$ cat src/rtl/load_align_unit_if.sv
// rtl/load_align_unit_if.sv - request/result handshake bundle for the load align unit.
interface load_align_unit_if #(
  parameter int DATA_W = 32
);
  localparam int OFF_W = $clog2(DATA_W / 8);

  logic              i_valid;
  logic              o_ready;
  logic [OFF_W-1:0]  i_byte_offset;
  logic [1:0]        i_size;
  logic              i_signed;
  logic [DATA_W-1:0] i_rdata;
  logic              o_valid;
  logic              i_ready;
  logic [DATA_W-1:0] o_data;
  logic              o_misaligned;

  modport slave (
    input  i_valid, i_byte_offset, i_size, i_signed, i_rdata, i_ready,
    output o_ready, o_valid, o_data, o_misaligned
  );

  modport master (
    output i_valid, i_byte_offset, i_size, i_signed, i_rdata, i_ready,
    input  o_ready, o_valid, o_data, o_misaligned
  );
endinterface

$ cat src/rtl/load_align_unit.sv
// rtl/load_align_unit.sv - extracts, aligns and extends a load field into a one-deep result register.
module load_align_unit #(
  parameter int DATA_W = 32,
  parameter int CNT_W  = 8
) (
  input  logic               i_clk,
  input  logic               i_rst_n,
  load_align_unit_if.slave   bus,
  input  logic               i_cnt_clr,
  output logic [CNT_W-1:0]   o_misalign_cnt
);
  localparam int OFF_W = $clog2(DATA_W / 8);

  logic              valid_q;
  logic              mis_q;
  logic [DATA_W-1:0] data_q;
  logic [CNT_W-1:0]  cnt_q;

  logic              ready;
  logic              accept;
  logic [DATA_W-1:0] shifted;
  logic [DATA_W-1:0] mask;
  logic              sign;
  logic [DATA_W-1:0] field;
  logic              mis_d;
  logic [DATA_W-1:0] data_d;
  logic [CNT_W-1:0]  cnt_d;

  assign ready  = !valid_q || bus.i_ready;
  assign accept = bus.i_valid && ready;

  always_comb begin
    shifted = bus.i_rdata >> {bus.i_byte_offset, 3'b000};
    mask    = '1;
    mis_d   = 1'b0;
    case (bus.i_size)
      2'b00: begin
        mask  = DATA_W'(8'hFF);
        mis_d = 1'b0;
      end
      2'b01: begin
        mask  = DATA_W'(16'hFFFF);
        mis_d = bus.i_byte_offset[0];
      end
      2'b10: begin
        mask  = DATA_W'(32'hFFFF_FFFF);
        mis_d = (bus.i_byte_offset & OFF_W'(3)) != '0;
      end
      default: begin
        mask  = '1;
        mis_d = bus.i_byte_offset != '0;
      end
    endcase
    // Field MSB is the top set bit of the mask; full-width loads never extend.
    sign   = bus.i_signed && (bus.i_size != 2'b11) && (|(shifted & mask & ~(mask >> 1)));
    field  = sign ? (shifted | ~mask) : (shifted & mask);
    data_d = mis_d ? '0 : field;

    cnt_d = cnt_q;
    if (i_cnt_clr) begin
      cnt_d = '0;
    end else if (accept && mis_d && (cnt_q != '1)) begin
      cnt_d = cnt_q + CNT_W'(1);
    end
  end

  always_ff @(posedge i_clk or negedge i_rst_n) begin
    if (!i_rst_n) begin
      valid_q <= 1'b0;
      mis_q   <= 1'b0;
      data_q  <= '0;
      cnt_q   <= '0;
    end else begin
      cnt_q <= cnt_d;
      if (accept) begin
        valid_q <= 1'b1;
        mis_q   <= mis_d;
        data_q  <= data_d;
      end else if (bus.i_ready) begin
        valid_q <= 1'b0;
      end
    end
  end

  assign bus.o_ready     = ready;
  assign bus.o_valid     = valid_q;
  assign bus.o_data      = data_q;
  assign bus.o_misaligned = mis_q;
  assign o_misalign_cnt  = cnt_q;
endmodule

$ cat src/flat_wrapper.sv
// flat-port wrapper written by rule: the top's interface ports become plain ports
module load_align_unit_flat 
#(
  parameter int DATA_W = 32,
  parameter int CNT_W  = 8
)
  (i_clk, i_rst_n, i_cnt_clr, o_misalign_cnt, bus_i_valid, bus_i_byte_offset, bus_i_size, bus_i_signed, bus_i_rdata, bus_i_ready, bus_o_ready, bus_o_valid, bus_o_data, bus_o_misaligned);
  load_align_unit_if #(.DATA_W(DATA_W)) bus_i ();
  input  logic i_clk;
  input  logic i_rst_n;
  input  logic i_cnt_clr;
  output logic [CNT_W-1:0] o_misalign_cnt;
  input wire logic [$bits(bus_i.i_valid)-1:0] bus_i_valid;
  input wire logic [$bits(bus_i.i_byte_offset)-1:0] bus_i_byte_offset;
  input wire logic [$bits(bus_i.i_size)-1:0] bus_i_size;
  input wire logic [$bits(bus_i.i_signed)-1:0] bus_i_signed;
  input wire logic [$bits(bus_i.i_rdata)-1:0] bus_i_rdata;
  input wire logic [$bits(bus_i.i_ready)-1:0] bus_i_ready;
  output wire logic [$bits(bus_i.o_ready)-1:0] bus_o_ready;
  output wire logic [$bits(bus_i.o_valid)-1:0] bus_o_valid;
  output wire logic [$bits(bus_i.o_data)-1:0] bus_o_data;
  output wire logic [$bits(bus_i.o_misaligned)-1:0] bus_o_misaligned;
  assign bus_i.i_valid = bus_i_valid;
  assign bus_i.i_byte_offset = bus_i_byte_offset;
  assign bus_i.i_size = bus_i_size;
  assign bus_i.i_signed = bus_i_signed;
  assign bus_i.i_rdata = bus_i_rdata;
  assign bus_i.i_ready = bus_i_ready;
  assign bus_o_ready = bus_i.o_ready;
  assign bus_o_valid = bus_i.o_valid;
  assign bus_o_data = bus_i.o_data;
  assign bus_o_misaligned = bus_i.o_misaligned;
  load_align_unit #(.DATA_W(DATA_W), .CNT_W(CNT_W)) u_core (.i_clk(i_clk), .i_rst_n(i_rst_n), .bus(bus_i), .i_cnt_clr(i_cnt_clr), .o_misalign_cnt(o_misalign_cnt));
endmodule
$ cat config.mk
export PLATFORM = sky130hd
export DESIGN_NAME = load_align_unit_flat
export DESIGN_NICKNAME = d
export VERILOG_FILES = /design/src/rtl/load_align_unit_if.sv /design/src/rtl/load_align_unit.sv /design/src/flat_wrapper.sv
export SDC_FILE = /design/constraint.sdc
export NUM_CORES = 1
export LEC_CHECK = 0
export ABC_AREA = 1
export CELL_PAD_IN_SITES_DETAIL_PLACEMENT = 1
export CELL_PAD_IN_SITES_GLOBAL_PLACEMENT = 1
export CORE_MARGIN = 8
export CORE_UTILIZATION = 34
export CTS_CLUSTER_SIZE = 20
export DETAILED_ROUTE_END_ITERATION = 6
export PLACE_DENSITY = 0.84
export REMOVE_ABC_BUFFERS = 1
export SYNTH_ARGS = -nofsm -noshare
export SYNTH_HDL_FRONTEND = slang
export SYNTH_SLANG_ARGS = --single-unit
$ cat constraint.sdc
create_clock -name i_clk -period 3.9 [get_ports i_clk]
set_input_delay 0.78 -clock i_clk [delete_from_list [all_inputs] [get_ports i_clk]]
set_output_delay 0.78 -clock i_clk [all_outputs]
set_load 0.02 [all_outputs]
==> results.json <==
{
  "worstMarginPinSlew_ns": 0.968,
  "final_cell_mix": "nand2_1, clkdlybuf4s50_1, dfrtp_1",
  "slowest_delay_ns": 0.70,
  "antenna_found_initial": 0,
  "switching_share": 0.334,
  "crit_fanout": 25,
  "yosysWarnings": 0,
  "hold_class": "reg2reg",
  "synth_top_area_cell": "dfrtp_1",
  "fin_crit_sh": 0.714,
  "pwr-share-seq": 0.434,
  "cts_tree": "built",
  "worstSetupStartpoint": "bus_i_size[1]",
  "cts-root-buf": "clkbuf_8",
  "cp_data_required_time_ns": 4.08,
  "worstPathCellList": "clkdlybuf4s50_1 -> inv_4 -> nand2_4 -> a21boi_2 -> nand2_2 -> clkinv_1 -> o211ai_1 -> nand2_1",
  "drc": 0,
  "ios": 85,
  "synth_top_cell_area_share": 0.429,
  "grt_pass1_vias": 2817,
  "powerDensity_nw_per_um2": 350,
  "cts_buffer_depth": 2,
  "ant_nets": 0,
  "r2r_start": "u_core.bus.o_valid",
  "critPathCaptureType": "register",
  "rsz0062_at_grt": "false",
  "wl_per_cell_um": 15.8,
  "fin_cells": 517,
  "cp_data_arrival_time_ns": 2.97,
  "dp.cells": 509,
  "die_w_um": 101,
  "ys_ff_latch": 42,
  "drt_iter0_markers": 93,
  "grt_overflow": 0,
  "outcome": "finished clean",
  "vias": 2522,
  "place_congestion": 0.846,
  "cts_buffers": 5,
  "final-hold-violation-count": 0,
  "critPathKind": "in2reg",
  "synthTopCellsByArea": "dfrtp_1, nand2_1, o21ai_0",
  "routed_wl_um": 8190,
  "post-route-util": 0.479,
  "cts_setup_buffers": 0,
  "finalPower_mw": 1.19,
  "setup_tns_ns": 0,
  "io_buffers": 84,
  "drive_gt1_frac": 0.0574,
  "postCtsHoldBufs": 0,
  "cts_sinks": 42,
  "internal-power_uw": 792,
  "nets": 460,
  "start_util": 0.345,
  "period_needed_ns": 2.78,
  "avgSynthCellArea_sq_um": 7.16,
  "power.net_switching_uw": 398,
  "diodes": 0,
  "num_rows": 31,
  "layout_commonest_cell": "nand2_1",
  "grt_first_pass_wirelength_um": 13700,
  "ir_drop_v": 0.000122,
  "drv_cap": 0,
  "cts_resized": 0,
  "combPwrFrac": 0.316,
  "die_h_um": 101,
  "netlist_instances": 342,
  "fmaxAchievable_mhz": 359,
  "syn_area_sq_um": 2450,
  "clk_pin_slew_worst_paths_ns": 0.08,
  "dp_hpwl_um": 6120,
  "grt.total_usage": 0.170,
  "max_slew_margin": 0.355,
  "startpoint_type": "primary input",
  "viasPerCell": 4.88,
  "die-area_sq_um": 10200,
  "drt_first_pass_iters": 4,
  "area_delta_synth_final_pct": 38.9,
  "skew_ns": 0.00653,
  "synth_cell_type_count": 28,
  "htree_num_levels": 2,
  "ff2ff_setup_slack_ns": 1.89,
  "finalSetupViolCount": 0,
  "hold_ws_ns": 0.484,
  "seq_area_frac_synth": 0.429,
  "core_area_sq_um": 7100,
  "grt_max_degree": 43,
  "hold_start": "u_core.bus.o_data[19]",
  "clk-insertion-delay-late_ns": 0.30,
  "clockPowerShare": 0.250,
  "crit_slowest_cell": "clkdlybuf4s50_1",
  "maxSlewViolCount": 0,
  "total_leakage_power_nw": 1.62
}
Yosys cell counts:
cell type  number
nor3_1          2
a21oi_1         7
a21oi_2         1
a21boi_2        1
nor3_2          1
nand2_4         2
ha_1            1
nand3_1        27
inv_1          21
clkbuf_1        6
a31oi_1         2
clkinv_1        1
buf_2           7
nand3_2         1
inv_2           1
a211oi_1        4
o21ai_0        28
o211ai_1        7
dfrtp_1        42
inv_4           1
o21ai_2         1
o21ai_1         3
nand2_1       129
buf_6           5
xnor2_1         1
xor2_1          4
nand2_2         5
nor2_1         31
layer usage:
metal  GRT usage  wire [um]  up-vias
met5           0          0        -
met4      0.0477        100        0
met3      0.0532        554        9
met2       0.291       3950       66
met1       0.200       3580     1205
li1            -          -     1242
worst max-delay path: cells and delay by family:
family	cells	cell delay, ns
buffers and inverters	3	1.27
AO/OA/AOI/OAI	2	0.30
AND/OR/NAND/NOR	3	0.62
sequential cells by signal, summed over array words and instances (netlist names):
register	flops
u_core.bus.o_data	32
u_core.bus.o_misaligned	1
u_core.bus.o_valid	1
u_core.o_misalign_cnt	8
cell type report:
class | count | area (sq um)
Fill cell | 924 | 3700
Multi-Input combinational cell | 258 | 1190
Sequential cell | 42 | 1050
Timing Repair Buffer | 86 | 851
Tap cell | 99 | 124
Inverter | 24 | 92.6
Clock buffer | 7 | 86.3
Clock inverter | 1 | 5.00
metrics by stage:
stage	instance area, sq um	setup slack (ns)
after detailed placement	3310	0.844
after global placement	3310	0.947
after CTS	3400	1.14
after floorplan	2330	1.32
after global routing	3400	0.961
final	3400	1.12
final timing paths:
check / to / depth (start not counted)
max in group asynchronous: u_core.bus.o_data[10] / 1
min in group asynchronous: u_core.bus.o_valid / 1
worst max register to register: u_core.bus.o_data[12] / 7
worst min register to register: u_core.bus.o_data[19] / 2
worst max-delay path: u_core.bus.o_data[12] / 8
worst min-delay path: u_core.bus.o_data[19] / 2
power by group through the flow:
stage	registers, mW	logic, mW	clock network, mW
5_1_grt	0.523	0.411	0.322
3_3_place_gp	0.524	0.372	0
4_1_cts	0.518	0.382	0.305
3_5_place_dp	0.524	0.381	0
2_1_floorplan	0.579	0.112	0
6_report	0.517	0.376	0.297
logic make-up after synthesis:
family,after synthesis,synth area share
and+or+nand+nor,198,0.335
adders and majority gates,1,0.00511
buffers and inverters,42,0.0844
AOI/OAI and AO/OA,54,0.128
xor gates and xnor gates,5,0.0179
DFF,42,0.429
(Power assumes the default switching activity.)
